File: config.mk
export PLATFORM = sky130hd
export DESIGN_NAME = quadrature_paddle
export DESIGN_NICKNAME = d
export VERILOG_FILES = /design/src/rtl/quadrature_paddle.sv
export SDC_FILE = /design/constraint.sdc
export NUM_CORES = 1
export LEC_CHECK = 0
export ABC_AREA = 1
export BUFFER_PORTS_ARGS = -buffer_cell sky130_fd_sc_hd__clkbuf_2
export CORE_UTILIZATION = 60
export CTS_CLUSTER_DIAMETER = 30
export CTS_CLUSTER_SIZE = 16
export DETAILED_ROUTE_END_ITERATION = 16
export PLACE_DENSITY = 0.78
export SLEW_MARGIN = 20
export SYNTH_ARGS = -nofsm -noshare
export SYNTH_HDL_FRONTEND = slang
export SYNTH_SLANG_ARGS = --single-unit
File: constraint.sdc
create_clock -name clk -period 3.24 [get_ports clk]
set_clock_uncertainty 0.05 [all_clocks]
set_input_delay 0.486 -clock clk [delete_from_list [all_inputs] [get_ports clk]]
set_output_delay 0.486 -clock clk [all_outputs]
set_load 0.005 [all_outputs]
File: src/rtl/quadrature_paddle.sv
// Rotary-encoder front end for one pong paddle: synchronise, debounce, decode quadrature,
// accumulate sub-steps into detents and track a saturating paddle position.
module quadrature_paddle #(
  parameter int unsigned DEBOUNCE_CYCLES  = 1024,
  parameter int unsigned DB_WIDTH         = 11,
  parameter int unsigned STEPS_PER_DETENT = 4,
  parameter int unsigned POS_WIDTH        = 5,
  parameter int unsigned POS_MAX          = 31,
  parameter int unsigned POS_INIT         = 16
) (
  input  logic                 clk,
  input  logic                 reset,
  input  logic                 a,
  input  logic                 b,
  output logic [POS_WIDTH-1:0] pos,
  output logic                 up,
  output logic                 down,
  output logic                 err
);

  localparam logic [DB_WIDTH-1:0]  DbLast  = DB_WIDTH'(DEBOUNCE_CYCLES - 1);
  localparam logic signed [3:0]    SubLast = 4'(STEPS_PER_DETENT - 1);
  localparam logic [POS_WIDTH-1:0] PosMax  = POS_WIDTH'(POS_MAX);
  localparam logic [POS_WIDTH-1:0] PosInit = POS_WIDTH'(POS_INIT);

  // Channel bit 1 is a, bit 0 is b throughout.
  logic [1:0]          sync1_q, sync2_q, deb_q, prev_q;
  logic [DB_WIDTH-1:0] cnt_q [2];

  logic signed [3:0]    sub_q, sub_d;
  logic [POS_WIDTH-1:0] pos_q, pos_d;
  logic                 up_q, up_d, down_q, down_d, err_q, err_d;

  // Gray code to ring index: 00->0, 01->1, 11->2, 10->3 so CW is +1 mod 4.
  function automatic logic [1:0] ring_idx(input logic [1:0] g);
    return {g[1], g[1] ^ g[0]};
  endfunction

  always_ff @(posedge clk) begin
    if (reset) begin
      sync1_q <= 2'b11;
      sync2_q <= 2'b11;
    end else begin
      sync1_q <= {a, b};
      sync2_q <= sync1_q;
    end
  end

  always_ff @(posedge clk) begin
    for (int i = 0; i < 2; i++) begin
      if (reset) begin
        deb_q[i] <= 1'b1;
        cnt_q[i] <= '0;
      end else if (sync2_q[i] == deb_q[i]) begin
        cnt_q[i] <= '0;
      end else if (cnt_q[i] == DbLast) begin
        deb_q[i] <= sync2_q[i];
        cnt_q[i] <= '0;
      end else begin
        cnt_q[i] <= cnt_q[i] + 1'b1;
      end
    end
  end

  always_comb begin
    logic [1:0] diff;
    logic       step_up, step_dn;
    diff    = ring_idx(deb_q) - ring_idx(prev_q);
    sub_d   = sub_q;
    step_up = 1'b0;
    step_dn = 1'b0;
    err_d   = (diff == 2'd2);
    if (diff == 2'd1) begin
      if (sub_q == SubLast) begin
        sub_d   = '0;
        step_up = 1'b1;
      end else begin
        sub_d = sub_q + 4'sd1;
      end
    end else if (diff == 2'd3) begin
      if (sub_q == -SubLast) begin
        sub_d   = '0;
        step_dn = 1'b1;
      end else begin
        sub_d = sub_q - 4'sd1;
      end
    end
    // A step at a rail still consumes the detent but produces no pulse.
    up_d   = step_up && (pos_q != PosMax);
    down_d = step_dn && (pos_q != '0);
    pos_d  = pos_q;
    if (up_d) begin
      pos_d = pos_q + 1'b1;
    end else if (down_d) begin
      pos_d = pos_q - 1'b1;
    end
  end

  always_ff @(posedge clk) begin
    if (reset) begin
      prev_q <= 2'b11;
      sub_q  <= '0;
      pos_q  <= PosInit;
      up_q   <= 1'b0;
      down_q <= 1'b0;
      err_q  <= 1'b0;
    end else begin
      prev_q <= deb_q;
      sub_q  <= sub_d;
      pos_q  <= pos_d;
      up_q   <= up_d;
      down_q <= down_d;
      err_q  <= err_d;
    end
  end

  assign pos  = pos_q;
  assign up   = up_q;
  assign down = down_q;
  assign err  = err_q;

endmodule
Word-level counts from Yosys, hierarchy flattened
Memories as Yosys holds them, arrays and structs flattened.
Cells that the tools add are included.
{"block": "word_totals", "register_bits": 20, "latch_bits": 0, "ram_bits": 22, "rom_bits": 0, "inputBits": 4, "n_memories": 1}
{"block": "op_classes", "addsub": 7, "mul": 0, "div_mod_pow": 0, "order_cmp": 0, "n_eq_ne": 10, "shifts": 0, "n_mux": 41, "bitwise_logic": 10, "n_reduce_logical": 7}
{"name": "cnt_q", "words": 2, "width": 11, "read_ports": 2, "rd_clocked_by_memory_dff": 0, "wr": 2, "line": "28", "source": "logic [DB_WIDTH-1:0] cnt_q [2];"}
{"cell": "$mux W11", "n": 6}
{"cell": "$mux W1", "n": 29}
{"cell": "$add A11 B1 Y11 const B", "n": 2}
{"cell": "$eq A11 B10 Y1 const B", "n": 2}
{"cell": "$mux W4", "n": 4}
{"cell": "$mux W5", "n": 2}
{"cell": "$eq A4 B3 Y1 const B", "n": 2}
{"cell": "$or A1 B1 Y1", "n": 6}
{"cell": "$add A5 B1 Y5 const B", "n": 1}
{"cell": "$ne A5 B5 Y1 const B", "n": 1}
{"cell": "$reduce_bool A5 Y1", "n": 1}
{"cell": "$sub A5 B1 Y5 const B", "n": 1}
{"cell": "$add A4 B2 Y4 const B", "n": 1}
{"cell": "$eq A2 B2 Y1 const B", "n": 2}
{"cell": "$reduce_and A2 Y1", "n": 2}
{"cell": "$reduce_bool A2 Y1", "n": 2}
{"cell": "$sub A4 B2 Y4 const B", "n": 1}
{"cell": "$eq A1 B1 Y1", "n": 2}
{"cell": "$eq A2 B1 Y1 const B", "n": 1}
{"cell": "$logic_and A1 B1 Y1", "n": 2}
{"cell": "$not A1 Y1", "n": 2}
{"cell": "$sub A2 B2 Y2", "n": 1}
{"cell": "$xor A1 B1 Y1", "n": 2}

Logic depth before layout (Yosys ltp)
Gate-level depths: netlist of run 1.
{"block": "logic_depth", "ltp_word": 8, "mapped_depth": 20, "ltp_nobuf": 19}

Worst setup path after synthesis of run 1
No wires, ideal clock.
{"block": "synth_path", "path_kind": "reg2reg", "from": "reg deb_q[1]", "to": "reg pos_q[4] (netlist: pos[4])", "setup_time_ps": 125, "arrival_ps": 2314, "path_slack_ps": 751, "path_stages_with_launch": 15, "path_buffers": 1, "synth_period_minus_slack_ps": 2489, "path_cell_list": "dfxtp_1 -> buf_6 -> xnor2_1 -> ha_1 -> inv_1 -> nand4_4 -> ha_1 -> a21oi_1 -> nor2_1 -> nor2_1 -> inv_1 -> o21ai_2 -> nand2_1 -> nand2_1 -> nand3_1"}
{"block": "synth_between", "elab_chain_cells": 7, "word_cells_on_any_way": 11}
{"item": "start, declared", "line": "27", "source": "logic [1:0] sync1_q, sync2_q, deb_q, prev_q;"}
{"item": "start signal, assigned by index", "line": "57", "source": "deb_q[i] <= sync2_q[i];"}
{"item": "$xor A1 B1 Y1", "line": "36", "source": "return {g[1], g[1] ^ g[0]};"}
{"item": "$sub A2 B2 Y2 *", "line": "68", "source": "diff = ring_idx(deb_q) - ring_idx(prev_q);"}
{"item": "$eq A2 B2 Y1", "line": "80", "source": "end else if (diff == 2'd3) begin"}
{"item": "$mux W1", "line": "80"}
{"item": "$mux W1", "line": "73", "source": "if (diff == 2'd1) begin"}
{"item": "$logic_and A1 B1 Y1", "line": "90", "source": "down_d = step_dn && (pos_q != '0);"}
{"item": "$reduce_bool A2 Y1 (no line)"}
{"item": "end signal, assigned", "line": "103", "source": "pos_q <= PosInit;"}
{"item": "end signal, assigned", "line": "110", "source": "pos_q <= pos_d;"}
{"item": "end, declared", "line": "31", "source": "logic [POS_WIDTH-1:0] pos_q, pos_d;"}
Every way passes the cells marked *; elsewhere a longest branch is shown, timed or not.
A chain may end at the register's enable or synchronous reset.

Final worst setup path of run 1
Same ends and word-level chain as after synthesis.

==> results of run 1 <==
[cell type report]
type / instances / area, µm²
clock inverter: 2 / 10.0
timing repair buffer: 11 / 55.1
clock buffer: 6 / 72.6
sequential: 42 / 1060
fill: 283 / 946
inverter: 33 / 128
multi-input combinational: 192 / 1140
tap: 46 / 57.6
[per-layer routing]
metal / routed length (µm) / vias to the layer above / GRT usage (%)
met5: 0 / - / 0
met4: 92 / 0 / 11.9
met2: 1590 / 23 / 33.4
met3: 110 / 8 / 5.43
li1: - / 862 / -
met1: 1770 / 742 / 27.4
[worst paths after layout]
path / start / slack, ns / cells after the start / to
max: deb_q[1] / 0.46 / 13 / pos[4]
min: b / 0.32 / 2 / sync1_q[0]
max reg2reg: deb_q[1] / 0.46 / 13 / pos[4]
min reg2reg: sync1_q[1] / 0.37 / 1 / sync2_q[1]
[cells by family (layout without fill, tap and decap cells)]
group | after synthesis | in the layout | share of synthesized area (%)
buffers and inverters | 35 | 52 | 6.30
flip-flops | 42 | 42 | 46.9
other | 1 | 22 | 0.166
adder cells (fa/ha/maj) | 10 | 10 | 5.86
AND/OR/NAND/NOR | 116 | 116 | 27.3
XOR/XNOR | 19 | 19 | 7.35
AO/OA/AOI/OAI | 25 | 25 | 6.19
[sequential cells by signal, indices dropped and copies added, names as in the netlist]
signal	flops
prev_q	2
pos	5
sync2_q	2
down	1
up	1
cnt_q	22
sub_q	4
deb_q	2
err	1
sync1_q	2
[where the power goes]
| part | leakage (nW) | switching (mW) | total, mW | internal (mW) |
|---|---|---|---|---|
| Sequential | 0.389 | 0.00966 | 0.582 | 0.573 |
| Combinational | 0.693 | 0.0217 | 0.0327 | 0.0110 |
| Clock | 0.0450 | 0.179 | 0.328 | 0.149 |
| Total | 1.13 | 0.210 | 0.943 | 0.733 |
[cells in the final DEF (no fill, tap or decap)]
cell type / count
and2_4: 1
clkbuf_2: 11
nand2_4: 4
nor2_2: 10
dfxtp_1: 20
o21a_1: 1
a21oi_1: 13
o221ai_1: 2
nand2_1: 34
xor2_1: 12
nand3_4: 1
or2_0: 1
ha_1: 9
or2_2: 5
edfxtp_1: 22
clkbuf_1: 1
nor3_1: 5
nand4_1: 4
nand2_2: 4
a31oi_1: 1
nor2_1: 23
inv_1: 29
nand3_1: 19
nand4_4: 1
conb_1: 22
xnor2_1: 7
clkbuf_8: 5
o21ai_2: 1
clkinv_2: 3
fa_1: 1
nor4_2: 1
and2_2: 1
o21ai_0: 3
nor3_2: 1
inv_2: 2
o21ai_1: 4
nand3_2: 1
inv_4: 1
[worst max-delay path: stages, from the launching register on]
cell and delay [ns]:
dfxtp_1 0.48, xnor2_1 0.12, ha_1 0.35, inv_1 0.28
nand4_4 0.24, ha_1 0.40, a21oi_1 0.16, nor2_1 0.05
nor2_1 0.11, inv_1 0.06, o21ai_2 0.15, nand2_1 0.06
nand2_1 0.06, nand3_1 0.07
[stage by stage]
stage	util [%]	instance area, µm²	hold WS [ns]
6_report	72.7	2520	0.322
5_1_grt	72.7	2520	0.323
4_1_cts	72.7	2520	0.320
3_5_place_dp	70.3	2440	0.352
3_3_place_gp	70.3	2440	0.342
2_1_floorplan	-	2340	0.339
==> results.py, run 1 <==
metrics = {
    "run_status": {
        "status": "completed",
    },
    "synth": {
        "async_flop_share_pct": 0,
        "syn_inst": 248,
        "yosysWarnings": 0,
        "syn_area_um2": 2260,
        "yosysTopAreaCell": "edfxtp_1",
        "ys_seq_area_share_pct": 46.9,
        "synth-edff-count": 22,
        "ys_top_cells_by_count": "nand2_1 (34), inv_1 (29), nor2_1 (23)",
        "synth_flop_cell": "edfxtp_1",
        "synth_cell_types": 37,
        "synth_top_area_share_pct": 29.2,
        "yosys_register_bits": 42,
        "netlist_top_cells_area": "edfxtp_1 (29%), dfxtp_1 (18%), nand2_1 (5.6%)",
        "yosysMostFrequentCell": "nand2_1",
        "syn_avg_cell_area_um2": 9.13,
    },
    "sta": {
        "fin_ws_ns": 0.460,
        "fmax_mhz": 360,
        "rsz0062_at_grt": "false",
        "timing.setup.tns_ns": 0,
        "final-setup-viol-count": 0,
        "min_period_ns": 2.78,
        "min_period_over_period_pct": 85.8,
        "finalHoldViolations": 0,
        "maxSlewViolCount": 0,
    },
    "pwr": {
        "peakVddDrop_v": 0.000297,
        "p_per_area_nw_per_um2": 374,
        "leakage_nw": 1.13,
        "p_total_mw": 0.943,
    },
    "job": {
        "cap_violations": 0,
    },
    "clocking": {
        "cts_buffer_depth": 2,
        "clk_pin_slew_worst_paths_ns": 0.08,
        "post_cts_buffers": 0,
        "insertion_delay_ns": 0.30,
        "clkSinkCount": 42,
        "h-tree-depth": 2,
        "cts_hold_buf": 0,
        "cts_resized": 0,
        "ctsRootBufferMaster": "clkbuf_8",
        "cts_buffers": 5,
        "cts_tree": "yes",
    },
    "critical_path": {
        "cp.arrival_ns": 2.90,
        "startpoint_type": "flip-flop",
        "required_ns": 3.36,
        "worstPathMaxFanout": 8,
        "cp-end-kind": "flip-flop",
        "crit_type": "reg2reg",
    },
    "floorplan": {
        "start_util_pct": 65.3,
        "io_pins": 12,
        "core_area_um2": 3470,
        "fp.dieW_um": 63.4,
        "die_y_um": 63.4,
        "row_count": 21,
        "dieArea_um2": 4020,
    },
    "min_path": {
        "hp-class": "in2reg",
    },
    "global_routing": {
        "antenna_found_initial": 0,
        "gr-total-overflow": 0,
        "grt_pass1_wl_mm": 6.69,
        "grt_pass1_vias": 1618,
        "grt_util_all_layers_pct": 21.6,
        "grt_max_degree": 16,
    },
    "finish": {
        "fin_cells": 332,
        "area_growth_pct": 11.4,
        "nets": 299,
        "n_antenna_cell": 0,
        "drive_gt1_share_pct": 18.5,
    },
    "placement": {
        "preCtsSetupSlack_ns": 0.497,
        "hpwl_mm": 2.64,
        "dp.cells": 324,
        "port_buffers": 11,
        "gp_congestion": 0.827,
    },
    "drt": {
        "ant_nets": 0,
        "wire_per_inst_um": 10.7,
        "wirelength_mm": 3.57,
        "vias": 1635,
        "first_pass_iters": 4,
        "drt_iter0_drc": 81,
        "drcViolationCount": 0,
        "vias_per_cell": 4.92,
    },
}
(Power assumes the default switching activity.)
==> run 2, diff against run 1 <==
Settings changed: REMOVE_ABC_BUFFERS set to 1.
==> results.py, run 2 (same netlist as run 1, synthesis figures left out) <==
metrics = {
    "critical_path": {
        "cp-end-kind": "flip-flop",
        "ff2ff_path_depth": 13,
        "cp.arrival_ns": 2.93,
        "cpPeakStageDelay_ns": 0.50,
        "cp_slowest_cell": "dfxtp_1",
        "reg2reg_slack_ns": 0.43,
        "startpoint_type": "flip-flop",
        "timing.rr.start": "deb_q[1]",
        "worstPathMaxFanout": 8,
        "critPathBufInv": 2,
        "crit_type": "reg2reg",
        "timing.rr.end": "pos[4]",
        "crit_family": "adder cells",
        "cp_cell_sequence": "xnor2_1 > ha_1 > inv_1 > nand4_4 > ha_1 > a21oi_1 > nor2_1 > nor2_1 > inv_1 > o21ai_2 > nand2_1 > nand2_1 > nand3_1",
        "required_ns": 3.36,
    },
    "job": {
        "cap_violations": 0,
    },
    "pwr": {
        "peakVddDrop_v": 0.000317,
        "p_per_area_nw_per_um2": 382,
        "leakage_nw": 1.13,
        "p_total_mw": 0.967,
    },
    "sta": {
        "rsz0062_at_grt": "false",
        "timing.setup.tns_ns": 0,
        "final-setup-viol-count": 0,
        "min_period_over_period_pct": 86.8,
        "maxSlewViolCount": 0,
        "finalHoldViolations": 0,
        "fmax_mhz": 356,
        "min_period_ns": 2.81,
    },
    "drt": {
        "vias": 1598,
        "first_pass_iters": 4,
        "ant_nets": 0,
        "drcViolationCount": 0,
        "vias_per_cell": 4.81,
        "wire_per_inst_um": 10.9,
        "wirelength_mm": 3.63,
        "drt_iter0_drc": 148,
    },
    "floorplan": {
        "dieArea_um2": 4020,
        "fp.dieW_um": 63.4,
        "row_count": 21,
        "core_area_um2": 3470,
        "start_util_pct": 65.3,
        "io_pins": 12,
        "die_y_um": 63.4,
    },
    "min_path": {
        "timing.hold.worst_endpoint": "sync1_q[0]",
        "hp-class": "in2reg",
        "min-delay-start": "b",
        "whs_path_depth": 2,
    },
    "finish": {
        "n_antenna_cell": 0,
        "nets": 299,
        "drive_gt1_share_pct": 18.5,
        "fin_area_um2": 2530,
        "top_register": "cnt_q",
        "final_common_cell": "nand2_1",
        "largest_register_ffs": 22,
        "layout_common_cells": "nand2_1 (34), inv_1 (29), nor2_1 (23)",
        "area_growth_pct": 11.8,
    },
    "placement": {
        "gp_congestion": 0.853,
        "hpwl_mm": 2.68,
        "postPlaceCellArea_um2": 2440,
        "port_buffers": 11,
    },
    "global_routing": {
        "gr-total-overflow": 0,
        "grt_util_all_layers_pct": 21.7,
        "grt_pass1_wl_mm": 6.64,
        "grt_pass1_vias": 1586,
        "antenna_found_initial": 0,
        "grt_max_degree": 16,
    },
    "clocking": {
        "insertion_delay_ns": 0.30,
        "clk_pin_slew_worst_paths_ns": 0.08,
        "clkSinkCount": 42,
        "cts_hold_buf": 0,
        "cts_resized": 0,
        "ctsRootBufferMaster": "clkbuf_8",
        "cts_buffers": 5,
        "cts_tree": "yes",
        "post_cts_buffers": 0,
        "cts_buffer_depth": 2,
        "h-tree-depth": 2,
    },
    "run_status": {
        "status": "completed",
    },
}
## run 2: changes by cell type in the layout (fill, tap and decap cells not counted), sizes merged
cell,before,now
clkbuf,17,18
clkinv,3,2
## run 2: per-layer routing
layer	GRT usage, %	up-vias	wire, µm
li1	-	862	-
met1	27.1	700	1780
met2	34.6	25	1620
met3	5.07	11	142
met4	11.6	0	94
met5	0	-	0
## run 2: worst max-delay path by stage
stage             start  endpoint  slack (ns)  cells past startpoint
6_report       deb_q[1]    pos[4]        0.43                     13
5_1_grt        deb_q[1]    pos[4]        0.12                     13
4_1_cts        deb_q[1]    pos[4]        0.44                     13
3_5_place_dp   deb_q[1]    pos[4]        0.48                     13
3_3_place_gp   deb_q[1]    pos[4]        0.60                     13
2_1_floorplan  deb_q[1]    pos[4]        0.72                     13
## run 2: power by group
| part | total, mW | switching, mW | internal, mW |
|---|---|---|---|
| clock | 0.352 | 0.180 | 0.172 |
| sequential | 0.583 | 0.00994 | 0.573 |
| combinational | 0.0331 | 0.0222 | 0.0110 |
| total | 0.967 | 0.212 | 0.756 |
## run 2: metrics by stage
stage          worst slack, ns  std cells  util [%]  hold slack [ns]
2_1_floorplan            0.723        267         -            0.339
3_3_place_gp             0.600        324      70.3            0.341
3_5_place_dp             0.480        324      70.3            0.345
4_1_cts                  0.443        332      73.0            0.307
5_1_grt                  0.118        332      73.0            0.321
6_report                 0.427        332      73.0            0.314
## run 2: final cells by class
cell class / instances / area [µm²]
repair buffers: 11 / 55.1
well taps: 46 / 57.6
clock buffers: 7 / 86.3
flip-flops and latches: 42 / 1060
multi-input cells: 192 / 1140
inverters: 33 / 128
fillers: 284 / 937
clock inverters: 1 / 5.00
